### src/rtl/disp_pkg.sv
// disp_pkg: shared FSM encoding and active-low 7-segment constants for the quotient display
package disp_pkg;
    typedef enum logic [1:0] {IDLE, CONV, COMMIT} state_t;
    localparam logic [6:0] SEG_BLANK = 7'h7F;
    localparam logic [6:0] SEG_DASH  = 7'b0111111;
    localparam logic [6:0] SEG_DIGIT [0:9] = '{
        7'h40, 7'h79, 7'h24, 7'h30, 7'h19,
        7'h12, 7'h02, 7'h78, 7'h00, 7'h10
    };
endpackage

### src/rtl/bcd_to_seg.sv
// bcd_to_seg: combinational BCD nibble to active-low {g,f,e,d,c,b,a}, blank for 10..15
module bcd_to_seg
    import disp_pkg::*;
(
    input  logic [3:0] nib_i,
    output logic [6:0] seg_o
);
    assign seg_o = (nib_i < 4'd10) ? SEG_DIGIT[nib_i] : SEG_BLANK;
endmodule

### src/rtl/quotient_seg_display.sv
// quotient_seg_display: captures a quotient, converts it to BCD by double-dabble and scans it onto a 4-digit display
module quotient_seg_display
    import disp_pkg::*;
#(
    parameter int DATA_W   = 16,
    parameter int SCAN_DIV = 25000,
    parameter int BLANK_LZ = 1
) (
    input  logic              clk,
    input  logic              rst_n,
    input  logic [DATA_W-1:0] q_in,
    input  logic              q_valid,
    output logic              busy,
    output logic              ovf,
    output logic [6:0]        seg,
    output logic [3:0]        an,
    output logic              dp
);
    localparam int NIB   = ((DATA_W + 2) / 3 > 5) ? (DATA_W + 2) / 3 : 5;
    localparam int BCD_W = 4 * NIB;
    localparam int CW    = (DATA_W > 1) ? $clog2(DATA_W) : 1;
    localparam int SW    = $clog2(SCAN_DIV + 1);
    state_t            state_q, state_d;
    logic [DATA_W-1:0] sh_q, sh_d, pval_q, pval_d;
    logic [BCD_W-1:0]  bcd_q, bcd_d, adj;
    logic [CW-1:0]     cnt_q, cnt_d;
    logic              pend_q, pend_d, ovf_q, ovf_d;
    logic [15:0]       disp_q, disp_d;
    logic [SW-1:0]     scan_q;
    logic [1:0]        sel_q;
    logic              an_en_q;
    logic [3:0]        nib, lead_zero;
    logic [6:0]        dig_seg;
    // Add-3 correction applied to every BCD nibble before each shift
    always_comb begin
        adj = bcd_q;
        for (int i = 0; i < NIB; i++)
            if (bcd_q[4*i +: 4] >= 4'd5) adj[4*i +: 4] = bcd_q[4*i +: 4] + 4'd3;
    end
    // Conversion FSM; a sample arriving while busy is parked in the pending slot and restarts CONV from COMMIT
    always_comb begin
        state_d = state_q;
        sh_d    = sh_q;
        bcd_d   = bcd_q;
        cnt_d   = cnt_q;
        pend_d  = pend_q;
        pval_d  = pval_q;
        disp_d  = disp_q;
        ovf_d   = ovf_q;
        case (state_q)
            IDLE: if (q_valid) begin
                sh_d    = q_in;
                bcd_d   = '0;
                cnt_d   = '0;
                state_d = CONV;
            end
            CONV: begin
                {bcd_d, sh_d} = {adj, sh_q} << 1;
                cnt_d = cnt_q + 1'b1;
                state_d = (cnt_q == CW'(DATA_W - 1)) ? COMMIT : CONV;
                if (q_valid) begin
                    pend_d = 1'b1;
                    pval_d = q_in;
                end
            end
            COMMIT: begin
                disp_d  = bcd_q[15:0];
                ovf_d   = |bcd_q[19:16];
                sh_d    = q_valid ? q_in : pval_q;
                bcd_d   = '0;
                cnt_d   = '0;
                pend_d  = 1'b0;
                state_d = (q_valid || pend_q) ? CONV : IDLE;
            end
            default: state_d = IDLE;
        endcase
    end
    // Conversion state and committed display registers
    always_ff @(posedge clk or negedge rst_n) begin
        if (!rst_n) begin
            state_q <= IDLE;
            sh_q    <= '0;
            bcd_q   <= '0;
            cnt_q   <= '0;
            pend_q  <= 1'b0;
            pval_q  <= '0;
            disp_q  <= '0;
            ovf_q   <= 1'b0;
        end else begin
            state_q <= state_d;
            sh_q    <= sh_d;
            bcd_q   <= bcd_d;
            cnt_q   <= cnt_d;
            pend_q  <= pend_d;
            pval_q  <= pval_d;
            disp_q  <= disp_d;
            ovf_q   <= ovf_d;
        end
    end
    // Digit scan; the first wrap only enables the anodes so digit0 is the first slot lit
    always_ff @(posedge clk or negedge rst_n) begin
        if (!rst_n) begin
            scan_q  <= '0;
            sel_q   <= 2'd0;
            an_en_q <= 1'b0;
        end else if (scan_q == SW'(SCAN_DIV - 1)) begin
            scan_q  <= '0;
            an_en_q <= 1'b1;
            sel_q   <= an_en_q ? sel_q + 2'd1 : sel_q;
        end else begin
            scan_q <= scan_q + 1'b1;
        end
    end
    assign nib = disp_q[4*sel_q +: 4];
    bcd_to_seg u_dec (
        .nib_i(nib),
        .seg_o(dig_seg)
    );
    // Leading-zero mask and final segment/anode selection for the active digit
    always_comb begin
        lead_zero[3] = (disp_q[15:12] == 4'd0);
        lead_zero[2] = lead_zero[3] && (disp_q[11:8] == 4'd0);
        lead_zero[1] = lead_zero[2] && (disp_q[7:4] == 4'd0);
        lead_zero[0] = 1'b0;
        an  = an_en_q ? ~(4'b0001 << sel_q) : 4'hF;
        seg = !an_en_q ? SEG_BLANK :
              ovf_q ? SEG_DASH :
              (BLANK_LZ != 0 && lead_zero[sel_q]) ? SEG_BLANK : dig_seg;
    end
    assign busy = (state_q != IDLE);
    assign ovf  = ovf_q;
    assign dp   = 1'b1;
endmodule

### config.mk
export PLATFORM = sky130hd
export DESIGN_NAME = quotient_seg_display
export DESIGN_NICKNAME = d
export VERILOG_FILES = /design/src/rtl/disp_pkg.sv /design/src/rtl/bcd_to_seg.sv /design/src/rtl/quotient_seg_display.sv
export SDC_FILE = /design/constraint.sdc
export NUM_CORES = 1
export LEC_CHECK = 0
export ABC_AREA = 1
export CORE_MARGIN = 1.5
export CORE_UTILIZATION = 44
export CTS_BUF_LIST = sky130_fd_sc_hd__clkbuf_4 sky130_fd_sc_hd__clkbuf_8
export DETAILED_ROUTE_END_ITERATION = 10
export SETUP_SLACK_MARGIN = 0.3
export SYNTH_ARGS = -nofsm -noshare
export SYNTH_HDL_FRONTEND = slang
export SYNTH_SLANG_ARGS = --single-unit
export TNS_END_PERCENT = 10
### constraint.sdc
create_clock -name clk -period 1.8 [get_ports clk]
set_input_delay 0.18 -clock clk [delete_from_list [all_inputs] [get_ports clk]]
set_output_delay 0.18 -clock clk [all_outputs]
set_load 0.01 [all_outputs]
==> results of run 1 <==
flip-flops by register name, summed over array words and instances (netlist names):
register	count
cnt_q	4
state_q	2
sel_q	2
an_en_q	1
pval_q	16
disp_q	16
ovf	1
bcd_q	20
scan_q	15
pend_q	1
sh_q	16
metrics by stage:
step | instances | worst slack, ps | setup TNS [ps] | area, um^2
2_1_floorplan | 645 | 81.7 | 0 | 5240
5_1_grt | 849 | -409 | -2760 | 6600
3_3_place_gp | 826 | -346 | -2120 | 5880
3_5_place_dp | 826 | -392 | -2400 | 5880
4_1_cts | 846 | -313 | -2020 | 6210
6_report | 849 | -306 | -1930 | 6600
power breakdown:
| part | switching [mW] | total, mW | internal [mW] |
|---|---|---|---|
| registers | 0.338 | 2.98 | 2.65 |
| clock network | 0.732 | 1.54 | 0.804 |
| logic | 1.76 | 3.00 | 1.24 |
| total | 2.83 | 7.52 | 4.69 |
cell type report:
cell class / instances / area, um^2 / share of cell area [%]
Timing Repair Buffer: 70 / 658 / 9.97
Sequential cell: 94 / 2360 / 35.7
Clock buffer: 11 / 139 / 2.10
Inverter: 106 / 428 / 6.48
Tap cell: 143 / 179 / 2.71
Multi-Input combinational cell: 421 / 2770 / 42.0
Clock inverter: 4 / 72.6 / 1.10
routing by layer:
metal  routed length (um)  track usage (%)  share of wire (%)
met5                    0                0                  0
met4                  213             7.52                1.9
met3                  384             3.92                3.4
met2                 5480             31.0                 48
met1                 5330             24.5                 47
synthesized netlist by cell type, drive strengths merged:
| cell type | count | area [um^2] |
|---|---|---|
| a21oi | 33 | 165 |
| a32oi | 1 | 8.76 |
| a41oi | 1 | 8.76 |
| buf | 12 | 82.6 |
| clkbuf | 12 | 45.0 |
| conb | 1 | 3.75 |
| dfrtp | 94 | 2350 |
| ha | 26 | 325 |
| inv | 106 | 403 |
| nand2 | 126 | 505 |
| nand3 | 27 | 140 |
| nand3b | 1 | 7.51 |
| nand4 | 7 | 43.8 |
| nor2 | 36 | 166 |
| nor3 | 10 | 71.3 |
| nor4 | 1 | 6.26 |
| o21ai | 102 | 510 |
| o221ai | 11 | 96.3 |
| o22ai | 17 | 106 |
| o31ai | 1 | 7.51 |
| or2 | 5 | 31.3 |
| xnor2 | 2 | 17.5 |
| xor2 | 13 | 114 |
cell families after synthesis:
kind of cell,after synthesis,synth area share (%)
simple gates,213,18.6
compound gates,166,17.3
buf+inv,130,10.2
flops,94,45.1
fa+ha+maj,26,6.23
xor+xnor,15,2.52
other cells,1,0.0719
worst max-delay path, stage by stage, from the launching register on:
cell and delay (ps):
dfrtp_2 480, inv_8 100, nand2_4 50, a32oi_4 220, inv_2 110, ha_4 170
or2_1 200, nand2_1 50, inv_1 40, nand2_2 60, buf_6 90
timing repair:
item / CTS / global route
setup endpoints to repair: 44 / 50
gates resized for setup: 78 / 135
pin swaps: 12 / 27
buffers inserted: 4 / 3
endpoints found under the hold margin: 33 / 0
hold buffers: 1 / 0
path summary, 6_finish.rpt:
kind	from	end	depth (start not counted)
max	sel_q[0]	seg[4]	10
min	rst_n	scan_q[13]	2
max reg2reg	state_q[0]	sh_q[14]	9
min reg2reg	scan_q[0]	scan_q[0]	1
max in group asynchronous	rst_n	bcd_q[12]	3
min in group clk	q_in[2]	pval_q[2]	3
==> reports/metrics.yaml, run 1 <==
outcome: "finished, violations left"
failed_checks: "DRC, setup timing"
layout_commonest_cell: "nand2_1"
layout_common_cells: "nand2_1 (101), dfrtp_1 (91), inv_1 (85)"
syn-num-nets: 690
ant_nets: 0
place.gp.congestion: 0.858
drive_above_1_share_pct: 25.9
die_h_um: 112
ys_types: 38
end_kind: "primary output"
synthCells: 645
cap_violations: 0
routed_wl_um: 11400
arrival_ps: 1930
clkTransAtPathRegs_ps: 90
portBuffers: 31
fin_ws_ps: -306
grt_usage_pct: 18.9
via_count: 4451
post-route-period-util_pct: 117
power_density_nw_per_um2: 1140
vias_per_cell: 5.24
fin_skew_ps: 9.63
nets: 747
coreArea_um2: 11500
synth_warnings: 0
grt_overflow_total: 0
ys_seq_area_share_pct: 45.1
worstSetupPathType: "flop to primary output"
synth-seq-cells: 94
setup_viol: 7
grt_pass1_wl_um: 19400
min_period_ps: 2110
ir_worst_vdd_v: 0.000683
critPathLaunchType: "flop"
slew_violations: 0
cts_root_buf: "clkbuf_8"
cts_buffers: 9
cts_tree: "yes"
rsz0062_at_grt: "yes"
dp_hpwl_um: 7720
finalHoldViolations: 0
diodes: 0
ioPinCount: 33
antenna_found_initial: 0
first_global_vias: 4350
cp_max_fo: 6
grt_max_degree: 53
avgRoutedWirePerCell_um: 13.4
hp-class: "input port to async pin"
fmax_mhz: 475
syn_to_final_growth_pct: 26.5
synth.cell_area_um2: 5220
die_x_um: 112
drtIter0Drc: 307
die_area_um2: 12500
rows: 39
utilization_pct: 57.3
firstDrtPassIters: 7
start_util_pct: 45.3
power.total_mw: 7.52
num-fill-cells: 1066
p_leak_nw: 2.98
insertion_delay_ps: 370
cts_buffer_depth: 2
clock_sinks: 94
syn_avg_cell_area_um2: 8.09
htree_num_levels: 3
route.detailed.drc: 3
ff2ff_setup_slack_ps: 240
required_ps: 1620
whs_ps: 300
Power figures use the tool's default switching activity.
==> run 2: changes to the inputs <==
--- a/config.mk
+++ b/config.mk
@@ -10,6 +10,7 @@
 export CORE_UTILIZATION = 44
 export CTS_BUF_LIST = sky130_fd_sc_hd__clkbuf_4 sky130_fd_sc_hd__clkbuf_8
 export DETAILED_ROUTE_END_ITERATION = 10
+export DONT_BUFFER_PORTS = 1
 export SETUP_SLACK_MARGIN = 0.3
 export SYNTH_ARGS = -nofsm -noshare
 export SYNTH_HDL_FRONTEND = slang
==> constraint.sdc (replaced) <==
create_clock -name clk -period 1.8 [get_ports clk]
set_input_delay 0.18 -clock clk [delete_from_list [all_inputs] [get_ports clk]]
set_output_delay 0.18 -clock clk [all_outputs]
set_load 0.005 [all_outputs]
==> reports/metrics.yaml, run 2 (synthesis results as in run 1) <==
via_count: 4241  # -4.7%
rsz0062_at_grt: "yes"
die_area_um2: 12500  # unchanged
cts_hold_buf: 10  # +9
diodes: 0  # unchanged
clock_sinks: 94  # unchanged
num-fill-cells: 1068  # +0.19%
stdcell_area_um2: 6310  # -4.5%
hp-class: "input port to async pin"
start_util_pct: 45.3  # unchanged
multi_input_area_um2: 2820  # +1.8%
ioPinCount: 33  # unchanged
outcome: "finished, violations left"
ant_nets: 0  # unchanged
post-route-period-util_pct: 112  # -4.9 points
min_period_ps: 2020  # -88.2 ps
rows: 39  # unchanged
cts_buffer_depth: 2  # unchanged
coreArea_um2: 11500  # unchanged
seq_area_um2: 2350  # about the same
finalHoldViolations: 94  # +94
routed_wl_um: 11300  # -0.97%
drive_above_1_share_pct: 22.8  # -3.2 points
end_kind: "primary output"
portBuffers: 0  # -100%
power.total_mw: 7.45  # -0.96%
place_area_um2: 5410  # -8.0%
cap_violations: 0  # unchanged
cp_slowest_cell: "dfrtp_2"
fin_ws_ps: -218  # +88.2 ps
worstPathCellList: "buf_6 -> nand2_1 -> nand3_2 -> nand2_2 -> buf_4 -> o21ai_4 -> inv_2 -> nor2_4 -> nand2_1"
die_h_um: 112  # unchanged
grt_pass1_wl_um: 19000  # -2.0%
whs_ps: -517  # -817 ps
cp_max_fo: 6  # unchanged
avgRoutedWirePerCell_um: 13.9  # +3.7%
arrival_ps: 1840  # -90 ps
first_global_vias: 4086  # -6.1%
slew_violations: 0  # unchanged
required_ps: 1620  # about the same
die_x_um: 112  # unchanged
place.gp.congestion: 0.895  # +4.3%
setup_viol: 7  # unchanged
nets: 708  # -5.2%
ir_worst_vdd_v: 0.000684  # about the same
worstSetupPathType: "flop to primary output"
antenna_found_initial: 0  # unchanged
r2r_start: "state_q[0]"
grt_usage_pct: 18.8  # -0.12 points
cts_tree: "yes"
finalSetupTns_ps: -1480  # +455 ps
grt_overflow_total: 0  # unchanged
ff2ff_setup_slack_ps: 130  # -110 ps
largest_register_ffs: 20  # unchanged
layout_common_cells: "nand2_1 (101), dfrtp_1 (92), inv_1 (85)"
cpMostUsedCell: "nand2_1"
cts_root_buf: "clkbuf_8"
syn_to_final_growth_pct: 20.9
dp_hpwl_um: 7340  # -5.0%
power_density_nw_per_um2: 1180  # +3.7%
r2r-end: "bcd_q[2]"
grt_max_degree: 95  # +79%
firstDrtPassIters: 7  # unchanged
failed_checks: "DRC, hold timing, setup timing"
p_leak_nw: 2.82  # -5.4%
insertion_delay_ps: 380  # about the same
drtIter0Drc: 221  # -28%
htree_num_levels: 3  # unchanged
ff2ff_path_depth: 9  # unchanged
fmax_mhz: 495  # +4.4%
cts_buffers: 9  # unchanged
vias_per_cell: 5.23  # -0.25%
worst_path_largest_cell_delay_ps: 460  # -20 ps
clkTransAtPathRegs_ps: 100  # about the same
fin_skew_ps: 11.9  # +2.25 ps
regMostFlops: "bcd_q"
layout_commonest_cell: "nand2_1"
critPathLaunchType: "flop"
route.detailed.drc: 3  # unchanged
run 2: cell count changes in the layout (fill, tap and decap cells not counted), moves of 3 or more:
cell	previous run	this run
clkdlybuf4s50_1	17	0
dlygate4sd3_1	1	10
buf_2	8	1
buf_4	27	11
o21ai_1	39	44
o21ai_2	7	1
o22ai_4	0	3
buf_6	9	5
o22ai_2	6	3
run 2: layer usage:
metal  vias up  share of wire, %  global-route usage [%]
met2        54                49                    31.3
met1      2028                46                    24.2
met3        12               3.0                    3.32
met5         -                 0                       0
li1       2147                 -                       -
met4         0               1.7                    7.78
run 2: through the flow:
step	setup WS (ps)	util, %	instances
finish	-218	54.8	811
global placement	162	47.0	777
floorplan	100	-	645
CTS	-218	51.4	809
global route	-328	54.8	811
detailed placement	103	47.0	777
run 2: cell type report:
cell class / count / share of cell area [%]
Tap cell: 143 / 2.84
Clock buffer: 11 / 2.30
Clock inverter: 5 / 0.892
Multi-Input combinational cell: 421 / 44.7
Inverter: 106 / 6.82
Sequential cell: 94 / 37.3
Timing Repair Buffer: 31 / 5.14
run 2: worst max-delay path, delay by kind of cell, from the launching register on:
family / cells / cell delay [ps]
flops: 1 / 460
buf+inv: 3 / 360
compound gates: 1 / 130
simple gates: 5 / 510
run 2: worst max-delay path by stage:
stage | from | to | slack, ps | depth (start not counted)
final | sel_q[0] | seg[1] | -220 | 9
after global routing | sel_q[0] | seg[4] | -330 | 9
after CTS | sel_q[0] | seg[6] | -220 | 11
after detailed placement | sel_q[0] | seg[3] | 100 | 9
after global placement | sel_q[0] | seg[3] | 160 | 9
after floorplan | sel_q[0] | seg[4] | 100 | 10
run 2: report_power, final:
part / switching [mW] / leakage, nW / internal [mW] / total (mW)
combinational: 1.75 / 1.49 / 1.25 / 3.00
clock: 0.760 / 0.103 / 0.696 / 1.46
sequential: 0.351 / 1.23 / 2.64 / 3.00
total: 2.86 / 2.82 / 4.59 / 7.45
run 2: repair_timing:
action                                 in CTS  in global routing
setup buffers                               5                  2
endpoints found under the hold margin     104                 94
gates resized for setup                    46                125
pin swaps                                  17                 39
setup endpoints to repair                  49                 50
cloned                                      1                  0
==> run 3: changes to the inputs <==
--- a/config.mk
+++ b/config.mk
@@ -11,7 +11,9 @@
 export CTS_BUF_LIST = sky130_fd_sc_hd__clkbuf_4 sky130_fd_sc_hd__clkbuf_8
 export DETAILED_ROUTE_END_ITERATION = 10
 export DONT_BUFFER_PORTS = 1
+export HOLD_SLACK_MARGIN = 0.05
 export SETUP_SLACK_MARGIN = 0.3
+export SKIP_LAST_GASP = 1
 export SYNTH_ARGS = -nofsm -noshare
 export SYNTH_HDL_FRONTEND = slang
 export SYNTH_SLANG_ARGS = --single-unit
==> reports/metrics.yaml, run 3 (synthesis results as in run 1) <==
die_area_um2: 12500  # unchanged
power.total_mw: 6.72  # -9.8%
arrival_ps: 1850  # about the same
crit_family: "flip-flops"
diodes: 0  # unchanged
ff2ff_setup_slack_ps: 190  # +60 ps
clock_sinks: 94  # unchanged
ff2ff_path_depth: 8  # -1
whs_ps: -512  # +5.34 ps
setup_viol: 7  # unchanged
stdcell_count: 817  # +0.74%
fin_skew_ps: 9.27  # -2.61 ps
cp_num_buf_inv: 3  # unchanged
firstDrtPassIters: 7  # unchanged
nets: 714  # +0.85%
fmax_mhz: 493  # -0.50%
clkTransAtPathRegs_ps: 90  # about the same
antenna_found_initial: 0  # unchanged
largest_register_ffs: 20  # unchanged
grt_max_degree: 95  # unchanged
intPower_mw: 4.26  # -7.3%
ioPinCount: 33  # unchanged
cts_buffer_depth: 2  # unchanged
critPathLaunchType: "flop"
r2r_start: "state_q[1]"
failed_checks: "DRC, hold timing, setup timing"
cap_violations: 0  # unchanged
end_kind: "primary output"
post-place-ws_ps: 103  # unchanged
post-route-period-util_pct: 113  # +0.56 points
via_count: 4202  # -0.92%
cpMostUsedCell: "nand2_1"
syn_to_final_growth_pct: 13.9
dp_hpwl_um: 7340  # unchanged
p_leak_nw: 2.77  # -1.6%
utilization_pct: 51.6  # -3.2 points
portBuffers: 0  # unchanged
die_x_um: 112  # unchanged
worstPathCellList: "inv_8 -> nand2_4 -> a32oi_2 -> inv_2 -> ha_4 -> or2_1 -> nand2_1 -> inv_1 -> nand2_1"
grt_pass1_wl_um: 19100  # +0.33%
cts_hold_buf: 17  # +7
hp-class: "input port to async pin"
routed_wl_um: 10900  # -3.2%
fin_ws_ps: -228  # -10.1 ps
cts_tree: "yes"
avgRoutedWirePerCell_um: 13.4  # -3.9%
insertion_delay_ps: 370  # about the same
first_global_vias: 4111  # +0.61%
route.detailed.drc: 8  # +5
min_period_ps: 2030  # +10.1 ps
switchingPower_mw: 2.47  # -14%
finalHoldViolations: 94  # unchanged
worstSetupPathType: "flop to primary output"
cts_buffers: 9  # unchanged
slew_violations: 0  # unchanged
regMostFlops: "bcd_q"
layout_commonest_cell: "nand2_1"
placed_cells: 777  # unchanged
vias_per_cell: 5.14  # -1.6%
grt_overflow_total: 0  # unchanged
cp_max_fo: 8  # +2
place.gp.congestion: 0.895  # unchanged
seqPwrFrac_pct: 44.0  # +3.8 points
cts_root_buf: "clkbuf_8"
layout_common_cells: "nand2_1 (108), inv_1 (96), o21ai_0 (93), dfrtp_1 (93), a21oi_1 (33)"
rows: 39  # unchanged
ant_nets: 0  # unchanged
worst_path_largest_cell_delay_ps: 480  # +20 ps
required_ps: 1620  # about the same
p_clk_share_pct: 21.5  # +1.9 points
coreArea_um2: 11500  # unchanged
r2r-end: "bcd_q[2]"
rsz0062_at_grt: "yes"
cp_slowest_cell: "dfrtp_2"
power_density_nw_per_um2: 1130  # -4.2%
htree_num_levels: 3  # unchanged
ir_worst_vdd_v: 0.000671  # -1.9%
drtIter0Drc: 229  # +3.6%
die_h_um: 112  # unchanged
switching_share_pct: 36.7  # -1.7 points
start_util_pct: 45.3  # unchanged
comb_power_share_pct: 34.5  # -5.7 points
grt_usage_pct: 18.9  # +0.12 points
outcome: "finished, violations left"
drive_above_1_share_pct: 13.1  # -9.7 points
==> run 3: cell types whose count changed in the layout (fill, tap and decap cells not counted), moves of 8 or more <==
cell     before  now
inv_1        85   96
o21ai_0      56   93
a21oi_1      13   33
a21oi_2      19    0
inv_2        15    7
o21ai_1      44    8
==> run 3: power groups by stage <==
stage | registers, mW | logic, mW | clock network [mW]
CTS | 2.96 | 2.32 | 1.51
global route | 3.03 | 2.70 | 1.60
floorplan | 2.91 | 1.76 | 0
finish | 2.96 | 2.32 | 1.45
detailed placement | 3.00 | 2.21 | 0
global placement | 2.98 | 2.14 | 0
==> run 3: worst max-delay path by stage <==
stage | to | cells after the start | startpoint | slack, ps
after floorplan | seg[4] | 10 | sel_q[0] | 100
after global placement | seg[3] | 9 | sel_q[0] | 160
after detailed placement | seg[3] | 9 | sel_q[0] | 100
after CTS | seg[6] | 11 | sel_q[0] | -220
after global routing | seg[4] | 9 | sel_q[0] | -340
final | seg[4] | 9 | sel_q[0] | -230
==> run 3: what timing repair did <==
item                       CTS  global route
setup buffers                5             1
pin swaps                   12             6
cloned                       1             0
gates resized for setup     26             3
hold endpoints to repair   114            94
setup endpoints to repair   49            66
==> run 3: layout make-up <==
class | instances | area (um^2)
Multi-Input combinational cell | 421 | 2450
Clock inverter | 5 | 56.3
Timing Repair Buffer | 37 | 347
Tap cell | 143 | 179
Sequential cell | 94 | 2350
Inverter | 106 | 410
Fill cell | 1093 | 5570
Clock buffer | 11 | 145
==> run 3: layer usage <==
layer  routed length [um]  up-vias  GRT usage [%]
met4                  193        0           7.78
li1                     -     2151              -
met3                  306       12           3.16
met2                 5150       57           31.5
met5                    0        -              0
met1                 5280     1982           24.5
==> run 3: per-stage QoR <==
stage / area [um^2] / TNS (ps)
2_1_floorplan: 5240 / 0
3_3_place_gp: 5410 / 0
3_5_place_dp: 5410 / 0
4_1_cts: 5930 / -1210
5_1_grt: 5940 / -1960
6_report: 5940 / -1130
